`src/rtl/rob_pkg.sv`:
```
// Shared sizing constants and the reorder-buffer entry layout used by the
// commit logic and its pointer sub-module.
package rob_pkg;

   localparam int DEPTH  = 8;
   localparam int REG_W  = 4;
   localparam int DATA_W = 32;
   localparam int TAG_W  = $clog2(DEPTH);

   typedef struct packed {
      logic              valid;
      logic              done;
      logic [REG_W-1:0]  dest;
      logic [DATA_W-1:0] data;
   } rob_entry_t;

endpackage

```
`src/rtl/rob_ptr.sv`:
```
// Wrap-around index register used for both the head and tail of the
// reorder buffer: advances on inc, returns to zero on clear.
module rob_ptr #(
   parameter int DEPTH = rob_pkg::DEPTH,
   parameter int W     = $clog2(DEPTH)
) (
   input  logic         CLK,
   input  logic         RESET,
   input  logic         clear,
   input  logic         inc,
   output logic [W-1:0] ptr
);

   localparam logic [W-1:0] LAST = W'(DEPTH - 1);

   always_ff @(posedge CLK or posedge RESET) begin
      if (RESET) begin
         ptr <= '0;
      end else if (clear) begin
         ptr <= '0;
      end else if (inc) begin
         ptr <= (ptr == LAST) ? '0 : ptr + 1'b1;
      end
   end

endmodule

```
`src/rtl/rob_commit.sv`:
```
// In-order retirement stage of a reorder buffer: entries are allocated at the
// tail, completed out of order by tag, and written to the ARF from the head.
module rob_commit #(
   parameter int DEPTH  = rob_pkg::DEPTH,
   parameter int REG_W  = rob_pkg::REG_W,
   parameter int DATA_W = rob_pkg::DATA_W,
   localparam int TAG_W = $clog2(DEPTH)
) (
   input  logic              CLK,
   input  logic              RESET,
   input  logic              alloc_valid,
   input  logic [REG_W-1:0]  alloc_dest,
   output logic              alloc_ready,
   output logic [TAG_W-1:0]  alloc_tag,
   input  logic              cmpl_valid,
   input  logic [TAG_W-1:0]  cmpl_tag,
   input  logic [DATA_W-1:0] cmpl_data,
   input  logic              flush,
   output logic [REG_W-1:0]  write_reg,
   output logic              write_enable,
   output logic [DATA_W-1:0] write_data,
   output logic [TAG_W:0]    count,
   output logic              empty
);

   import rob_pkg::*;

   localparam logic [TAG_W:0] FULL = (TAG_W + 1)'(DEPTH);

   rob_entry_t       entries [DEPTH];
   rob_entry_t       head_entry;
   logic [TAG_W-1:0] head;
   logic [TAG_W-1:0] tail;
   logic             alloc_fire;
   logic             commit_fire;
   logic             cmpl_fire;

   assign head_entry  = entries[head];
   assign alloc_ready = (count != FULL);
   assign alloc_tag   = tail;
   assign empty       = (count == '0);

   // Flush outranks everything; a completion aimed at the slot being
   // allocated this edge belongs to a stale instruction and is dropped.
   assign alloc_fire  = alloc_valid && alloc_ready && !flush;
   assign commit_fire = head_entry.valid && head_entry.done && !flush;
   assign cmpl_fire   = cmpl_valid && !flush
                        && entries[cmpl_tag].valid && !entries[cmpl_tag].done
                        && !(alloc_fire && (cmpl_tag == tail));

   rob_ptr #(.DEPTH(DEPTH), .W(TAG_W)) head_ptr (
      .CLK   (CLK),
      .RESET (RESET),
      .clear (flush),
      .inc   (commit_fire),
      .ptr   (head)
   );

   rob_ptr #(.DEPTH(DEPTH), .W(TAG_W)) tail_ptr (
      .CLK   (CLK),
      .RESET (RESET),
      .clear (flush),
      .inc   (alloc_fire),
      .ptr   (tail)
   );

   // Entry storage: commit frees the head slot, completion marks a slot done,
   // allocation claims the tail slot.
   always_ff @(posedge CLK or posedge RESET) begin
      if (RESET) begin
         for (int i = 0; i < DEPTH; i++) entries[i] <= '0;
      end else if (flush) begin
         for (int i = 0; i < DEPTH; i++) entries[i] <= '0;
      end else begin
         if (commit_fire) entries[head] <= '0;
         if (cmpl_fire) begin
            entries[cmpl_tag].done <= 1'b1;
            entries[cmpl_tag].data <= cmpl_data;
         end
         if (alloc_fire) begin
            entries[tail] <= '{valid: 1'b1, done: 1'b0, dest: alloc_dest, data: '0};
         end
      end
   end

   // Occupancy and the registered ARF write port; register 0 retires silently.
   always_ff @(posedge CLK or posedge RESET) begin
      if (RESET) begin
         count        <= '0;
         write_enable <= 1'b0;
         write_reg    <= '0;
         write_data   <= '0;
      end else if (flush) begin
         count        <= '0;
         write_enable <= 1'b0;
      end else begin
         unique case ({alloc_fire, commit_fire})
            2'b10:   count <= count + 1'b1;
            2'b01:   count <= count - 1'b1;
            default: count <= count;
         endcase
         write_enable <= commit_fire && (head_entry.dest != '0);
         if (commit_fire && (head_entry.dest != '0)) begin
            write_reg  <= head_entry.dest;
            write_data <= head_entry.data;
         end
      end
   end

endmodule

```
`config.mk`:
```
export PLATFORM = sky130hd
export DESIGN_NAME = rob_commit
export DESIGN_NICKNAME = d
export VERILOG_FILES = /design/src/rtl/rob_pkg.sv /design/src/rtl/rob_ptr.sv /design/src/rtl/rob_commit.sv
export SDC_FILE = /design/constraint.sdc
export NUM_CORES = 1
export LEC_CHECK = 0
export CORE_UTILIZATION = 40
export DETAILED_ROUTE_END_ITERATION = 6
export MAX_ROUTING_LAYER = met4
export PLACE_DENSITY = 0.53
export SKIP_CTS_REPAIR_TIMING = 1
export SYNTH_ARGS = -nofsm -noshare
export SYNTH_HDL_FRONTEND = slang
export SYNTH_SLANG_ARGS = --single-unit
```
`constraint.sdc`:
```
create_clock -name CLK -period 20.7 [get_ports CLK]
set_input_delay 4.14 -clock CLK [delete_from_list [all_inputs] [get_ports CLK]]
set_output_delay 4.14 -clock CLK [all_outputs]
set_load 0.005 [all_outputs]
```
==> flow_summary.ini, run 1 <==
[yosys]
synthTopCellsByCount = 351 x dfrtp_1, 268 x a22o_1, 95 x nand2_1
async_reset_ff_frac = 1.00
yosys_warnings = 0
synth_top_area_share = 0.553
synth.area.top_cells = dfrtp_1 55%, a22o_1 15%, mux4_2 5.1%
post-synth-top-count-cell = dfrtp_1
yosys.area.top_type = dfrtp_1
synth_area_mm2 = 0.0159
ys_seq_elements = 351
synth_edf_count = 0
syn-num-nets = 1400
avgSynthCellArea_um2 = 11.8
synth.distinct_cells = 65
seq_area_frac_synth = 0.553
synthCells = 1350
synth_ff_type = dfrtp_1

[sta]
slew_headroom = 0.283
finalClockSkew_ns = 0.0142
setup_viol = 0
period_needed_ns = 7.01
finalHoldViolCount = 0
slew_violations = 0
post-route-period-util = 0.338
finalSetupTns_ns = 0
max_freq_ghz = 0.143
rsz0062_at_grt = false
tightest_slew_ns = 1.07

[die]
initial_utilization = 0.408
rows = 72
die_w_um = 201
die_y_um = 201
core_area_mm2 = 0.0389
dieArea_mm2 = 0.0405
pin_count = 90

[drt]
via_per_inst = 6.08
detail_route.wl_per_cell_um = 25.3
drc = 0
drt_iter0_markers = 1026
routed_wl_um = 48100
ant_nets = 0
vias = 11600
firstDrtPassIters = 5

[grt]
antenna_found_initial = 1
grt_first_pass_wirelength_um = 75300
grt_overflow_total = 0
track_usage = 0.249
grt_max_degree = 175
grt_pass1_vias = 11800

[clocking]
cts.sinks = 351
cts_tree = built
clock_path_buffers = 3
cts_buffers = 39
clk_latency_ns = 0.55
clkTransAtPathRegs_ns = 0.06
cts_max_level = 2
clockRootBuffer = clkbuf_16

[placement]
dpl_cell_area_mm2 = 0.0170
place_hpwl_um = 26300
io_buffers = 89
gp_congestion = 0.924

[finish]
top_regs = entries (304), write_data (32)
regMostFlops = entries
fin_nets = 1402
stdcell_area_mm2 = 0.0184
largest_reg_flops = 304
drive_gt1_frac = 0.122
syn2layout_area_growth_pct = 15.7

[setup_path]
endpoint_kind = register
path_class = primary input to register
start_kind = primary input
cp_data_required_time_ns = 21.18
worstPathArrival_ns = 7.49
cp_max_fo = 34

[run]
maxCapViolations = 0

[pwr]
powerDensity_mw_per_mm2 = 82.0
ir_drop_mv = 0.0530
p_leak_nw = 8.06

[run_status]
status = complete, no violations

[hold_path]
hold_path.class = register to register
critical path, cell delays in order:
cell and delay [ns]:
clkdlybuf4s50_1 0.54, xor2_1 0.22, nor3_1 0.44, and2_1 0.52
nor3_4 0.09, buf_4 0.29, and3b_1 0.66, buf_4 0.37
a22o_1 0.18
path summary, 6_finish.rpt:
| path | slack, ns | depth (start not counted) | to | from |
|---|---|---|---|---|
| worst max-delay path | 13.69 | 9 | entries[155] | cmpl_tag[2] |
| worst min-delay path | 0.48 | 2 | write_data[7] | write_data[7] |
| worst max register to register | 16.45 | 8 | entries[155] | head_ptr.ptr[0] |
| worst min register to register | 0.48 | 2 | write_data[7] | write_data[7] |
| max in group asynchronous | 14.27 | 4 | entries[208] | RESET |
| min in group asynchronous | 4.11 | 2 | entries[299] | RESET |
cells by family after synthesis:
| family | synth area share |
|---|---|
| multiplexers | 0.0899 |
| AND/OR/NAND/NOR | 0.0840 |
| adder cells (fa/ha/maj) | 0.00472 |
| XOR/XNOR | 0.00386 |
| flip-flops | 0.553 |
| AO/OA/AOI/OAI | 0.217 |
| buffers and inverters | 0.0480 |
layer usage:
layer | vias up | share of wire | GRT usage | wire, um
met1 | 6074 | 0.47 | 0.355 | 22500
met4 | 0 | 0.022 | 0.0676 | 1060
met5 | - | 0 | - | 0
met2 | 354 | 0.46 | 0.372 | 22100
li1 | 5057 | - | - | -
met3 | 71 | 0.050 | 0.0345 | 2410
where the power goes:
| group | total [W] | switching, W | internal (W) |
|---|---|---|---|
| Combinational | 0.0000734 | 0.0000529 | 0.0000205 |
| Sequential | 0.000694 | 0.00000449 | 0.000689 |
| Clock | 0.000739 | 0.000292 | 0.000448 |
| Total | 0.00151 | 0.000349 | 0.00116 |
placed cells by master (no fill, tap or decap), types with 6 or more instances in the layout:
cell             count
nor2_1              60
clkbuf_16           39
a22o_1             268
mux4_2              36
o21ai_0             47
bufinv_16            6
mux2_2              14
clkdlybuf4s50_1     88
a21oi_1             82
ha_1                 6
nand2_1             95
mux2i_1             46
and2_1               6
buf_4               27
clkbuf_1             6
clkinv_2             8
a221oi_1             8
nor3_1              13
inv_1               11
dfrtp_1            348
nand3_1             42
clkbuf_8             7
stage by stage:
stage	utilization	power, W	hold slack, ns	instances	setup WS, ns
2_1_floorplan	-	0.000750	0.460	1350	6.82
3_3_place_gp	0.438	0.000780	0.465	1829	13.27
3_5_place_dp	0.438	0.000781	0.469	1829	13.16
4_1_cts	0.472	0.00152	0.482	1899	13.69
5_1_grt	0.472	0.00156	0.498	1900	13.54
6_report	0.472	0.00151	0.476	1900	13.69
layout make-up:
class                   instances  area (um^2)
diodes                          1         2.50
clock buffers                  52         1090
clock inverters                18          254
fillers                      3576        20500
inverters                      13         56.3
multi-input cells             830         6420
flip-flops and latches        351         8790
well taps                     518          648
repair buffers                117         1110
Power figures use the tool's default switching activity.
==> inputs of run 2 (changes only) <==
- PLACE_DENSITY: 0.53 -> 0.55
- clock period: 20.7 -> 6.3 ns (I/O delays scaled with it)
==> flow_summary.ini, run 2 (synthesis gave the netlist of run 1 again) <==
[drt]
detail_route.wl_per_cell_um = 25.0
ant_nets = 0
firstDrtPassIters = 5
drt_iter0_markers = 968
routed_wl_um = 47700
via_per_inst = 6.10
drc = 0
vias = 11600

[clocking]
cts_tree = built
clock_path_buffers = 3
cts_max_level = 2
cts_buffers = 40
clk_latency_ns = 0.54
clkTransAtPathRegs_ns = 0.06
clockRootBuffer = clkbuf_16
cts.sinks = 351

[sta]
finalHoldViolCount = 0
period_needed_ns = 4.32
finalClockSkew_ns = 0.0247
rsz0062_at_grt = false
tightest_slew_ns = 1.24
finalSetupTns_ns = 0
setup_viol = 0
slew_headroom = 0.173
slew_violations = 0
post-route-period-util = 0.685
max_freq_ghz = 0.232
fin_ws_ns = 1.98

[setup_path]
r2r_cells = 8
endpoint_kind = register
cp_data_required_time_ns = 6.78
timing.rr.end = entries[129]
path_delay_family = simple AND/OR/NAND/NOR gates
crit_top_cell = buf_4
path_class = register to register
max_stage_delay_ns = 1.04
worstPathArrival_ns = 4.79
r2r-start = head_ptr.ptr[0]
path_cells = nand2b_1 > o22ai_1 > o31ai_2 > buf_4 > or4_1 > and2_1 > buf_4 > a22o_1
cp_slowest_cell = dfrtp_4
start_kind = register
crit_buf_inv = 2
rrSetupSlack_ns = 1.98
cp_max_fo = 54

[die]
initial_utilization = 0.408
pin_count = 90
die_w_um = 201
dieArea_mm2 = 0.0405
rows = 72
die_y_um = 201
core_area_mm2 = 0.0389

[finish]
stdcell_area_mm2 = 0.0184
final_cells = 1906
syn2layout_area_growth_pct = 15.8
layout_commonest_cell = dfrtp_1
regMostFlops = entries
fillers = 3535
final_util = 0.473
fin_nets = 1407
top_regs = entries (304), write_data (32)
largest_reg_flops = 304
layout_common_cells = 348 x dfrtp_1, 268 x a22o_1, 95 x nand2_1
drive_gt1_frac = 0.124

[grt]
antenna_found_initial = 0
grt_overflow_total = 0
grt_first_pass_wirelength_um = 74200
grt_pass1_vias = 11700
grt_max_degree = 123
track_usage = 0.245

[placement]
io_buffers = 89
place_inst = 1833
dpl_cell_area_mm2 = 0.0171
gp_congestion = 0.918
place_hpwl_um = 27100
place_ws_ns = 1.58

[hold_path]
hold_path.class = register to register
holdPathStages = 2
min_to = write_data[20]
min-delay-start = write_data[20]

[pwr]
powerDensity_mw_per_mm2 = 264
ir_drop_mv = 0.222
p_leak_nw = 8.06

[run]
maxCapViolations = 0

[run_status]
status = complete, no violations
run 2: changes by cell type in the layout (fill, tap and decap cells not counted), sizes merged:
cell | previous run | this run
buf | 29 | 33
bufinv | 6 | 1
clkbuf | 52 | 62
clkinv | 8 | 7
clkinvlp | 1 | 3
inv | 16 | 12
run 2: area by class of cell:
cell class,count,area [um^2],area share
sequential,351,8790,0.478
tap,518,648,0.0352
timing repair buffer,121,1150,0.0626
clock buffer,62,1240,0.0672
multi-input combinational,830,6420,0.349
clock inverter,10,91.3,0.00497
antenna,1,2.50,0.000136
inverter,13,52.6,0.00286
run 2: worst min-delay path: cells and delay by family, from the launching register on:
| family | cells | cell delay [ns] |
|---|---|---|
| AND/OR/NAND/NOR | 1 | 0.04 |
| flip-flops | 1 | 0.34 |
| AO/OA/AOI/OAI | 1 | 0.06 |
run 2: power breakdown:
part | internal, W | switching, W
Combinational | 0.0000693 | 0.000173
Clock | 0.00139 | 0.000951
Sequential | 0.00226 | 0.0000139
run 2: worst max-delay path by stage:
stage / start / slack, ns / end / cells after the start
2_1_floorplan: RESET / 0.34 / count[0] / 1
3_3_place_gp: cmpl_tag[2] / 1.71 / entries[56] / 8
3_5_place_dp: cmpl_tag[1] / 1.58 / entries[94] / 8
4_1_cts: head_ptr.ptr[0] / 1.97 / entries[129] / 8
5_1_grt: head_ptr.ptr[0] / 1.72 / entries[129] / 8
6_report: head_ptr.ptr[0] / 1.98 / entries[129] / 8
run 2: routing by layer:
layer / vias up / track usage / share of wire
met3: 59 / 0.0410 / 0.056
li1: 5069 / - / -
met1: 6120 / 0.342 / 0.46
met2: 374 / 0.377 / 0.47
met5: - / - / 0
met4: 0 / 0.0525 / 0.016
run 2: per-stage QoR:
stage / total power [W] / hold slack, ns
floorplan: 0.00246 / 0.460
global placement: 0.00256 / 0.467
detailed placement: 0.00256 / 0.473
global route: 0.00503 / 0.501
finish: 0.00486 / 0.481
CTS: 0.00491 / 0.486
